===== src/rtl/multicycle_controller_if.sv =====
// Control/status bundle between the multicycle controller and its datapath and memory port.
// The controller side uses master; the datapath/testbench side uses slave.
interface multicycle_controller_if;
    logic [6:0] op;
    logic [2:0] funct3;
    logic       funct7b5;
    logic       funct7b0;
    logic       Zero;
    logic       ALUR31;
    logic       ALUCout;
    logic       mem_ready;
    logic       mul_done;

    logic       PCWrite;
    logic       AdrSrc;
    logic       IRWrite;
    logic       MemWrite;
    logic       mem_req;
    logic       RegWrite;
    logic [1:0] ResultSrc;
    logic [1:0] ALUSrcA;
    logic [1:0] ALUSrcB;
    logic [2:0] ImmSrc;
    logic [3:0] ALUControl;
    logic [2:0] Load;
    logic [1:0] Store;
    logic       Jalr;
    logic       mul_start;
    logic       retire;
    logic       illegal;
    logic [3:0] state;

    modport master (
        input  op, funct3, funct7b5, funct7b0, Zero, ALUR31, ALUCout, mem_ready, mul_done,
        output PCWrite, AdrSrc, IRWrite, MemWrite, mem_req, RegWrite, ResultSrc, ALUSrcA,
               ALUSrcB, ImmSrc, ALUControl, Load, Store, Jalr, mul_start, retire, illegal, state
    );

    modport slave (
        output op, funct3, funct7b5, funct7b0, Zero, ALUR31, ALUCout, mem_ready, mul_done,
        input  PCWrite, AdrSrc, IRWrite, MemWrite, mem_req, RegWrite, ResultSrc, ALUSrcA,
               ALUSrcB, ImmSrc, ALUControl, Load, Store, Jalr, mul_start, retire, illegal, state
    );
endinterface


===== src/rtl/multicycle_controller.sv =====
// RV32I(+M) multicycle control FSM sequencing fetch/decode/execute over one shared memory port.
// Latency (zero wait): branch 3, R/I/LUI/AUIPC/store/JAL 4, load/JALR 5 cycles.
// Backpressure: FETCH/MEMREAD/MEMWRITE hold until mem_ready; MULWAIT holds until mul_done.
module multicycle_controller #(
    parameter bit MEM_HANDSHAKE = 1'b1,
    parameter bit MUL_EN        = 1'b1,
    parameter bit TRAP_HALT     = 1'b1
) (
    input  logic                  clk,
    input  logic                  reset,
    multicycle_controller_if.master bus
);
    typedef enum logic [3:0] {
        FETCH   = 4'd0,  DECODE = 4'd1,  MEMADR = 4'd2,  MEMREAD = 4'd3,
        MEMWB   = 4'd4,  MEMWRITE = 4'd5, EXECR = 4'd6,  EXECI   = 4'd7,
        ALUWB   = 4'd8,  BRANCH = 4'd9,  JAL    = 4'd10, JALR    = 4'd11,
        LUI     = 4'd12, AUIPC  = 4'd13, MULWAIT = 4'd14, TRAP   = 4'd15
    } state_t;

    localparam logic [6:0] OP_LOAD  = 7'b0000011;
    localparam logic [6:0] OP_STORE = 7'b0100011;
    localparam logic [6:0] OP_R     = 7'b0110011;
    localparam logic [6:0] OP_I     = 7'b0010011;
    localparam logic [6:0] OP_BR    = 7'b1100011;
    localparam logic [6:0] OP_JAL   = 7'b1101111;
    localparam logic [6:0] OP_JALR  = 7'b1100111;
    localparam logic [6:0] OP_LUI   = 7'b0110111;
    localparam logic [6:0] OP_AUIPC = 7'b0010111;

    state_t cur, nxt;
    logic   prev_mul;   // previous cycle was MULWAIT: first-cycle detect and mul result select
    logic   rdy;
    logic   take;
    logic [2:0] imm_sel;

    function automatic logic [3:0] alu_dec(input logic [2:0] f3, input logic b5, input logic rtype);
        case (f3)
            3'b000:  return (rtype && b5) ? 4'h1 : 4'h0;
            3'b001:  return 4'h7;
            3'b010:  return 4'h5;
            3'b011:  return 4'h6;
            3'b100:  return 4'h4;
            3'b101:  return b5 ? 4'h9 : 4'h8;
            3'b110:  return 4'h3;
            default: return 4'h2;
        endcase
    endfunction

    always_ff @(posedge clk or posedge reset) begin
        if (reset) begin
            cur      <= FETCH;
            prev_mul <= 1'b0;
        end else begin
            cur      <= nxt;
            prev_mul <= (cur == MULWAIT);
        end
    end

    assign rdy = MEM_HANDSHAKE ? bus.mem_ready : 1'b1;

    always_comb begin
        imm_sel = 3'b000;
        case (bus.op)
            OP_STORE:         imm_sel = 3'b001;
            OP_BR:            imm_sel = 3'b010;
            OP_JAL:           imm_sel = 3'b011;
            OP_LUI, OP_AUIPC: imm_sel = 3'b100;
            default:          imm_sel = 3'b000;
        endcase
    end

    always_comb begin
        case (bus.funct3)
            3'b000:  take = bus.Zero;
            3'b001:  take = !bus.Zero;
            3'b100:  take = bus.ALUR31;
            3'b101:  take = !bus.ALUR31;
            3'b110:  take = !bus.ALUCout;
            3'b111:  take = bus.ALUCout;
            default: take = 1'b0;
        endcase
    end

    always_comb begin
        nxt            = cur;
        bus.PCWrite    = 1'b0;
        bus.AdrSrc     = 1'b0;
        bus.IRWrite    = 1'b0;
        bus.MemWrite   = 1'b0;
        bus.mem_req    = 1'b0;
        bus.RegWrite   = 1'b0;
        bus.ResultSrc  = 2'b00;
        bus.ALUSrcA    = 2'b00;
        bus.ALUSrcB    = 2'b00;
        bus.ImmSrc     = 3'b000;
        bus.ALUControl = 4'h0;
        bus.Load       = 3'b000;
        bus.Store      = 2'b00;
        bus.Jalr       = 1'b0;
        bus.mul_start  = 1'b0;
        bus.retire     = 1'b0;
        bus.illegal    = 1'b0;
        // Outputs are forced quiet while reset is asserted so no write escapes mid-instruction.
        if (!reset) begin
            case (cur)
                FETCH: begin
                    bus.mem_req   = 1'b1;
                    bus.ALUSrcB   = 2'b10;
                    bus.ResultSrc = 2'b10;
                    if (rdy) begin
                        bus.IRWrite = 1'b1;
                        bus.PCWrite = 1'b1;
                        nxt         = DECODE;
                    end
                end
                DECODE: begin
                    bus.ALUSrcA = 2'b01;
                    bus.ALUSrcB = 2'b01;
                    bus.ImmSrc  = imm_sel;
                    case (bus.op)
                        OP_LOAD, OP_STORE: nxt = MEMADR;
                        OP_R:     nxt = bus.funct7b0 ? (MUL_EN ? MULWAIT : TRAP) : EXECR;
                        OP_I:     nxt = EXECI;
                        OP_BR:    nxt = (bus.funct3[2:1] == 2'b01) ? TRAP : BRANCH;
                        OP_JAL:   nxt = JAL;
                        OP_JALR:  nxt = JALR;
                        OP_LUI:   nxt = LUI;
                        OP_AUIPC: nxt = AUIPC;
                        default:  nxt = TRAP;
                    endcase
                end
                MEMADR: begin
                    bus.ALUSrcA = 2'b10;
                    bus.ALUSrcB = 2'b01;
                    bus.ImmSrc  = imm_sel;
                    nxt         = bus.op[5] ? MEMWRITE : MEMREAD;
                end
                MEMREAD: begin
                    bus.mem_req = 1'b1;
                    bus.AdrSrc  = 1'b1;
                    bus.Load    = bus.funct3;
                    if (rdy) nxt = MEMWB;
                end
                MEMWB: begin
                    bus.ResultSrc = 2'b01;
                    bus.RegWrite  = 1'b1;
                    bus.retire    = 1'b1;
                    nxt           = FETCH;
                end
                MEMWRITE: begin
                    bus.mem_req  = 1'b1;
                    bus.AdrSrc   = 1'b1;
                    bus.MemWrite = 1'b1;
                    bus.Store    = bus.funct3[1:0];
                    if (rdy) begin
                        bus.retire = 1'b1;
                        nxt        = FETCH;
                    end
                end
                EXECR: begin
                    bus.ALUSrcA    = 2'b10;
                    bus.ALUControl = alu_dec(bus.funct3, bus.funct7b5, 1'b1);
                    nxt            = ALUWB;
                end
                EXECI: begin
                    bus.ALUSrcA    = 2'b10;
                    bus.ALUSrcB    = 2'b01;
                    bus.ImmSrc     = imm_sel;
                    bus.ALUControl = alu_dec(bus.funct3, bus.funct7b5, 1'b0);
                    nxt            = ALUWB;
                end
                ALUWB: begin
                    bus.ResultSrc = prev_mul ? 2'b11 : 2'b00;
                    bus.RegWrite  = 1'b1;
                    bus.retire    = 1'b1;
                    nxt           = FETCH;
                end
                BRANCH: begin
                    bus.ALUSrcA    = 2'b10;
                    bus.ALUControl = 4'h1;
                    bus.PCWrite    = take;
                    bus.retire     = 1'b1;
                    nxt            = FETCH;
                end
                JAL: begin
                    bus.PCWrite = 1'b1;
                    bus.ALUSrcA = 2'b01;
                    bus.ALUSrcB = 2'b10;
                    bus.Jalr    = (bus.op == OP_JALR);
                    nxt         = ALUWB;
                end
                JALR: begin
                    bus.ALUSrcA = 2'b10;
                    bus.ALUSrcB = 2'b01;
                    bus.ImmSrc  = imm_sel;
                    nxt         = JAL;
                end
                LUI: begin
                    bus.ALUSrcB    = 2'b01;
                    bus.ImmSrc     = imm_sel;
                    bus.ALUControl = 4'hA;
                    nxt            = ALUWB;
                end
                AUIPC: begin
                    bus.ALUSrcA = 2'b01;
                    bus.ALUSrcB = 2'b01;
                    bus.ImmSrc  = imm_sel;
                    nxt         = ALUWB;
                end
                MULWAIT: begin
                    bus.mul_start = !prev_mul;
                    if (prev_mul && bus.mul_done) nxt = ALUWB;
                end
                TRAP: begin
                    bus.illegal = 1'b1;
                    if (!TRAP_HALT) nxt = FETCH;
                end
                default: nxt = FETCH;
            endcase
        end
    end

    assign bus.state = cur;
endmodule


===== src/flat_wrapper.sv =====
// flat-port wrapper written by rule: the top's interface ports become plain ports
module multicycle_controller_flat 
#(
    parameter bit MEM_HANDSHAKE = 1'b1,
    parameter bit MUL_EN        = 1'b1,
    parameter bit TRAP_HALT     = 1'b1
)
  (clk, reset, bus_op, bus_funct3, bus_funct7b5, bus_funct7b0, bus_Zero, bus_ALUR31, bus_ALUCout, bus_mem_ready, bus_mul_done, bus_PCWrite, bus_AdrSrc, bus_IRWrite, bus_MemWrite, bus_mem_req, bus_RegWrite, bus_ResultSrc, bus_ALUSrcA, bus_ALUSrcB, bus_ImmSrc, bus_ALUControl, bus_Load, bus_Store, bus_Jalr, bus_mul_start, bus_retire, bus_illegal, bus_state);
  multicycle_controller_if bus_i ();
  input  logic clk;
  input  logic reset;
  input wire logic [$bits(bus_i.op)-1:0] bus_op;
  input wire logic [$bits(bus_i.funct3)-1:0] bus_funct3;
  input wire logic [$bits(bus_i.funct7b5)-1:0] bus_funct7b5;
  input wire logic [$bits(bus_i.funct7b0)-1:0] bus_funct7b0;
  input wire logic [$bits(bus_i.Zero)-1:0] bus_Zero;
  input wire logic [$bits(bus_i.ALUR31)-1:0] bus_ALUR31;
  input wire logic [$bits(bus_i.ALUCout)-1:0] bus_ALUCout;
  input wire logic [$bits(bus_i.mem_ready)-1:0] bus_mem_ready;
  input wire logic [$bits(bus_i.mul_done)-1:0] bus_mul_done;
  output wire logic [$bits(bus_i.PCWrite)-1:0] bus_PCWrite;
  output wire logic [$bits(bus_i.AdrSrc)-1:0] bus_AdrSrc;
  output wire logic [$bits(bus_i.IRWrite)-1:0] bus_IRWrite;
  output wire logic [$bits(bus_i.MemWrite)-1:0] bus_MemWrite;
  output wire logic [$bits(bus_i.mem_req)-1:0] bus_mem_req;
  output wire logic [$bits(bus_i.RegWrite)-1:0] bus_RegWrite;
  output wire logic [$bits(bus_i.ResultSrc)-1:0] bus_ResultSrc;
  output wire logic [$bits(bus_i.ALUSrcA)-1:0] bus_ALUSrcA;
  output wire logic [$bits(bus_i.ALUSrcB)-1:0] bus_ALUSrcB;
  output wire logic [$bits(bus_i.ImmSrc)-1:0] bus_ImmSrc;
  output wire logic [$bits(bus_i.ALUControl)-1:0] bus_ALUControl;
  output wire logic [$bits(bus_i.Load)-1:0] bus_Load;
  output wire logic [$bits(bus_i.Store)-1:0] bus_Store;
  output wire logic [$bits(bus_i.Jalr)-1:0] bus_Jalr;
  output wire logic [$bits(bus_i.mul_start)-1:0] bus_mul_start;
  output wire logic [$bits(bus_i.retire)-1:0] bus_retire;
  output wire logic [$bits(bus_i.illegal)-1:0] bus_illegal;
  output wire logic [$bits(bus_i.state)-1:0] bus_state;
  assign bus_i.op = bus_op;
  assign bus_i.funct3 = bus_funct3;
  assign bus_i.funct7b5 = bus_funct7b5;
  assign bus_i.funct7b0 = bus_funct7b0;
  assign bus_i.Zero = bus_Zero;
  assign bus_i.ALUR31 = bus_ALUR31;
  assign bus_i.ALUCout = bus_ALUCout;
  assign bus_i.mem_ready = bus_mem_ready;
  assign bus_i.mul_done = bus_mul_done;
  assign bus_PCWrite = bus_i.PCWrite;
  assign bus_AdrSrc = bus_i.AdrSrc;
  assign bus_IRWrite = bus_i.IRWrite;
  assign bus_MemWrite = bus_i.MemWrite;
  assign bus_mem_req = bus_i.mem_req;
  assign bus_RegWrite = bus_i.RegWrite;
  assign bus_ResultSrc = bus_i.ResultSrc;
  assign bus_ALUSrcA = bus_i.ALUSrcA;
  assign bus_ALUSrcB = bus_i.ALUSrcB;
  assign bus_ImmSrc = bus_i.ImmSrc;
  assign bus_ALUControl = bus_i.ALUControl;
  assign bus_Load = bus_i.Load;
  assign bus_Store = bus_i.Store;
  assign bus_Jalr = bus_i.Jalr;
  assign bus_mul_start = bus_i.mul_start;
  assign bus_retire = bus_i.retire;
  assign bus_illegal = bus_i.illegal;
  assign bus_state = bus_i.state;
  multicycle_controller #(.MEM_HANDSHAKE(MEM_HANDSHAKE), .MUL_EN(MUL_EN), .TRAP_HALT(TRAP_HALT)) u_core (.clk(clk), .reset(reset), .bus(bus_i));
endmodule

===== config.mk =====
export PLATFORM = sky130hd
export DESIGN_NAME = multicycle_controller_flat
export DESIGN_NICKNAME = d
export VERILOG_FILES = /design/src/rtl/multicycle_controller_if.sv /design/src/rtl/multicycle_controller.sv /design/src/flat_wrapper.sv
export SDC_FILE = /design/constraint.sdc
export NUM_CORES = 1
export LEC_CHECK = 0
export ABC_AREA = 1
export BUFFER_PORTS_ARGS = -buffer_cell sky130_fd_sc_hd__buf_2
export CAP_MARGIN = 20
export CORE_ASPECT_RATIO = 0.8
export CORE_MARGIN = 2
export CORE_UTILIZATION = 45
export CTS_CLUSTER_SIZE = 25
export DETAILED_ROUTE_END_ITERATION = 10
export GPL_ROUTABILITY_DRIVEN = 0
export HOLD_SLACK_MARGIN = 0.03
export PLACE_DENSITY = 0.84
export SLEW_MARGIN = 20
export SYNTH_ARGS = -nofsm -noshare
export SYNTH_HDL_FRONTEND = slang
export SYNTH_SLANG_ARGS = --single-unit

===== constraint.sdc =====
create_clock -name clk -period 2.1 [get_ports clk]
set_clock_uncertainty 0.1 [all_clocks]
set_input_delay 0.525 -clock clk [delete_from_list [all_inputs] [get_ports clk]]
set_output_delay 0.525 -clock clk [all_outputs]
set_load 0.005 [all_outputs]

Word level (Yosys, flattened, before mapping)
Cells that the tools add are included.

word-level totals
  output and inout port bits = 32
  input port bits = 19
  word-level logic and storage cells = 110
  bits in registers = 5

operators by class
  equality and inequality tests = 36
  bitwise operators = 1
  reduce and logical (&&, ||, !) cells = 20
  muxes and demuxes = 51

operator list
  operator              number
  $pmux W4 S7           2
  $pmux W4 S9           1
  $eq A4 B4 Y1 const B  8
  $pmux W4 S8           1
  $mux W4               6
  $eq A7 B6 Y1 const B  3
  $eq A7 B7 Y1 const B  3
  $mux W1               21
  $mux W3               6
  $eq A4 B3 Y1 const B  4
  $pmux W4 S4           1
  $eq A7 B5 Y1 const B  2
  $eq A3 B3 Y1 const B  4
  $mux W2               6
  $pmux W3 S4           1
  $reduce_or A2 Y1      5
  $reduce_or A5 Y1      2
  $reduce_bool A9 Y1    1
  $reduce_or A3 Y1      3
  $eq A4 B2 Y1 const B  2
  $ne A2 B2 Y1 const B  4
  $pmux W2 S2           2
  $eq A7 B2 Y1 const B  1
  $eq A3 B2 Y1 const B  2
  other kinds (14)      17

Logic depth before layout (Yosys ltp)
  word-level depth = 5
  depth in mapped cells = 12
  depth with buffers taken out = 12

Least setup slack after synthesis
OpenSTA, ideal clock, no wires.

  kind = input to output
  from = input bus_funct3[0]
  to = output bus_PCWrite
  arrival = 1344 ps
  cell stages on the path = 7
  path buffers = 1
  required time = 1475 ps
  slack = 131 ps
  cells stage by stage = clkbuf_1 inv_1 nor2_1 nor3_1 nor4_1 o211ai_1 nand2_1

on the way
  longest elaborated chain between the ends = 4
  elaborated cells on any way between the ends = 9
  those cells by class = 5 x eq/ne; 3 x mux; 1 x reduce/logical

RTL lines
  element                               RTL line                      source
  start, declared                       flat_wrapper.sv:13            input wire logic [$bits(bus_i.funct3)-1:0] bus_funct3;
  $eq A3 B3 Y1 (tied with other cells)  multicycle_controller.sv:73   case (bus.funct3)
  $pmux W1 S6 (*)                       multicycle_controller.sv:73
  $pmux W1 S3 (*)                       multicycle_controller.sv:105  case (cur)
  $mux W1 (*)                           multicycle_controller.sv:104  if (!reset) begin
  end, declared                         flat_wrapper.sv:21            output wire logic [$bits(bus_i.PCWrite)-1:0] bus_PCWrite;

Mark *: on every way between the ends. The rest lies on a longest branch, timed or not.

Worst setup path after layout
  from = register u_core.cur[2], in the netlist u_core.bus.state[2]
  to = output bus_ImmSrc[0]

on the way
  longest elaborated chain between the ends = 4
  elaborated cells on any way between the ends = 9
  those cells by class = 6 x eq/ne; 2 x mux; 1 x reduce/logical

RTL lines
  element                               RTL line                      source
  start, declared                       multicycle_controller.sv:30   state_t cur, nxt;
  start signal, assigned                multicycle_controller.sv:54   cur <= nxt;
  $eq A4 B2 Y1 (tied with other cells)  multicycle_controller.sv:105
  $reduce_or A6 Y1 (no line) (*)        -
  $mux W3 (*)                           multicycle_controller.sv:105
  $mux W3 (*)                           multicycle_controller.sv:104
  end, declared                         flat_wrapper.sv:30            output wire logic [$bits(bus_i.ImmSrc)-1:0] bus_ImmSrc;

Marks and branches as above.

==> impl_results.rst <==
.. list-table::
   :header-rows: 1

   * - Metric
     - Value
   * - Final worst-path cycle share
     - 1.07
   * - Number of unique standard cell types used by synthesis
     - 25
   * - Mapped Area
     - 0.00102 mm²
   * - Number of rows in the core area
     - 15
   * - Slowest-stage cell, CP
     - dfrtp_2
   * - DR WL/cell
     - 14.6 µm
   * - Number of warnings printed during yosys synthesis
     - 0
   * - Number of buffer and inverter instances along the worst setup path
     - 2
   * - Final Power
     - 1.50 mW
   * - Clock slew seen by the registers of the worst setup and hold paths
     - 0.05 ns
   * - Post-DRT Antenna Nets
     - 0
   * - Largest net degree at the start of global routing
     - 8
   * - Reported net switching power
     - 0.814 mW
   * - Share of total power consumed by net switching
     - 0.544
   * - Mapped Cells
     - 199
   * - Top-level port count
     - 51
   * - Number of levels in the clock H-tree
     - 1
   * - Drt pass-1 iters
     - 5
   * - Unrepaired setup endpoints after global routing
     - yes
   * - Critical path arrival
     - 1.62 ns
   * - Cell class contributing the biggest share of worst-path delay
     - simple AND/OR/NAND/NOR gates
   * - Share of cells above drive strength 1
     - 0.487
   * - Tightest Pin Transition
     - 0.334 ns
   * - Fin crit period
     - 2.25 ns
   * - Net Count, Synth
     - 218
   * - Violated checks
     - setup timing
   * - Number of global-route vias before repair
     - 1394
   * - Worst slew margin relative to its limit
     - 0.776
   * - Seq pwr share
     - 0.145
   * - Series of cell instances along the critical path
     - nor2_4 > nand2_2 > nand2_2 > inv_2 > o211ai_1 > nand2_2 > a21oi_2 > buf_2
   * - NumNets Final
     - 295
   * - Leakage power total
     - 0.981 nW
   * - First-pass GRT wire length
     - 6020 µm
   * - Cell with the most instances on the worst path
     - nand2_2
   * - Maximum Capacitance Violations
     - 0
   * - Footprint of the flip-flops and latches
     - 130 µm²
   * - Crit path launch type
     - flip-flop
   * - Max Transition Viols Final
     - 0
   * - Internal power of the cells
     - 0.682 mW
   * - Drc violations
     - 0
   * - Average vias per placed instance
     - 5.60
   * - Peak ir drop on the vdd network
     - 0.745 mV
   * - Maximum clock rate
     - 445 MHz
   * - Most frequent cells in the layout
     - buf_2, nand2_1, nor2_1, inv_1, buf_4
   * - Critical path endpoint category
     - output port
   * - Data required time at the worst endpoint
     - 1.47 ns
   * - Hold violation count in the final report
     - 0
   * - Vertical die dimension
     - 46.6 µm
   * - Via Count
     - 1679
   * - Placeable core area
     - 0.00216 mm²
   * - Worst reg2reg setup slack
     - 0.06 ns
   * - Total global-route track usage
     - 0.290
   * - Number of antenna repair diodes
     - 0
   * - Number of I/O port buffers
     - 50
   * - Chip Width
     - 57.3 µm
   * - Final HPWL from detailed placement
     - 2540 µm
   * - Clock latency reported for the late side of the worst-skew pair
     - 0.24 ns
   * - DRT Wirelength
     - 4380 µm
   * - Average cell area after synthesis
     - 5.13 µm²
   * - Type of the worst setup path
     - reg -> out
   * - Final setup viols
     - 17
   * - CTS Sinks
     - 5
   * - Power density of the placed cells
     - 901 mW/mm²
   * - Maximum cell stage delay along the critical path
     - 0.46 ns
   * - TritonCTS Buffers
     - 3
   * - Result of the run
     - finished with violations
   * - Reg-to-reg critical path startpoint
     - u_core.bus.state[2]
   * - Multi-input gate area
     - 891 µm²
   * - Iter 0 DRT Violations
     - 207
   * - Clk network pwr share
     - 0.074
   * - Worst reg2reg path endpoint
     - u_core.bus.state[3]
   * - Relative contribution of combinational cells to total power
     - 0.781
   * - Count of state elements after synthesis
     - 5
   * - Root buffer cell
     - clkbuf_4
   * - Starting density of the core
     - 0.473
   * - Post-route setup slack
     - -0.146 ns
   * - Fill cells
     - 165
   * - Initial antenna violation count
     - 0
   * - Deepest clock path buffer count
     - 2
   * - Critical path peak fanout
     - 5
   * - Worst slack at placement
     - -0.0209 ns
   * - Growth of design area from synthesis to finish
     - 62.7%
   * - R2r worst-path depth
     - 13
   * - Class of the worst hold path
     - in -> async
   * - CTS tree
     - done
   * - Seq/Total Area, Yosys
     - 0.123
   * - GRT overflow
     - 0
   * - Leading cell type in the layout, fill and taps excluded
     - buf_2
   * - Area of the die
     - 0.00267 mm²
==> cell type report <==
type,instances,share of cell area
multi-input cells,156,0.536
repair buffers,74,0.264
inverters,36,0.0873
flip-flops and latches,5,0.0783
well taps,25,0.0188
clock buffers,4,0.0158
==> sequential cells by signal, summed over array words and instances, names as in the netlist <==
| name | count |
|---|---|
| u_core.prev_mul | 1 |
| u_core.bus.state | 4 |
==> tightest hold or removal path: cells and delay by family <==
kind	cells	cell delay [ns]
buf+inv	3	0.51
==> cell families (layout without fill, tap and decap cells) <==
| kind of cell | after synthesis | count (layout) | synth area share |
|---|---|---|---|
| flops | 5 | 5 | 0.123 |
| xor+xnor | 2 | 2 | 0.0172 |
| simple gates | 125 | 125 | 0.551 |
| buf+inv | 38 | 114 | 0.140 |
| compound gates | 29 | 29 | 0.169 |
==> power by group through the flow <==
stage | combinational [mW] | sequential [mW] | clock [mW]
global route | 1.26 | 0.221 | 0.127
detailed placement | 0.863 | 0.190 | 0
global placement | 0.854 | 0.188 | 0
CTS | 0.964 | 0.201 | 0.113
finish | 1.17 | 0.216 | 0.111
floorplan | 0.533 | 0.188 | 0
==> how the worst max path moves through the flow <==
stage	endpoint	depth (start not counted)	start
6_report	bus_ImmSrc[0]	8	u_core.bus.state[2]
5_1_grt	bus_ImmSrc[0]	8	u_core.bus.state[2]
4_1_cts	bus_PCWrite	7	u_core.bus.state[3]
3_5_place_dp	bus_PCWrite	8	bus_funct3[1]
3_3_place_gp	bus_PCWrite	8	bus_funct3[1]
2_1_floorplan	bus_PCWrite	7	bus_funct3[0]
==> metal layers <==
layer | GRT usage | wire length, µm | vias up | part of all wire
met5 | 0 | 0 | - | 0
met4 | 0.121 | 257 | 0 | 0.059
met3 | 0.0674 | 487 | 34 | 0.11
met2 | 0.485 | 2040 | 139 | 0.47
met1 | 0.366 | 1590 | 725 | 0.36
li1 | - | - | 781 | -
==> through the flow <==
step	setup TNS, ns	utilization	instance area, µm²	instances	hold WS [ns]
after floorplan	0	-	1020	199	0.219
after global placement	-0.0367	0.645	1390	285	0.499
after detailed placement	-0.0209	0.645	1390	285	0.515
after CTS	-0.427	0.717	1550	300	0.279
after global routing	-3.00	0.770	1660	300	0.391
final	-1.29	0.770	1660	300	0.371
==> timing repair <==
item                       in CTS  in global routing
hold buffers                    0                  0
pin swaps                       9                 12
buffers inserted               11                  3
gates resized for setup        19                 32
setup endpoints to repair      18                 25
gates cloned                    0                  0
==> cells in the mapped netlist, drive strengths merged <==
master | count | area [µm²]
xnor2 | 2 | 17.5
nand3 | 16 | 80.1
o21ai | 9 | 60.1
clkbuf | 2 | 7.51
clkinv | 1 | 3.75
a31oi | 2 | 12.5
o211ai | 2 | 15.0
o22ai | 1 | 6.26
inv | 35 | 131
nor2 | 36 | 165
nor4 | 1 | 6.26
nand2 | 62 | 255
dfrtp | 5 | 125
a21oi | 15 | 78.8
nand4 | 1 | 6.26
nor3 | 9 | 50.1
No activity file was read; power rests on OpenSTA's default activity.
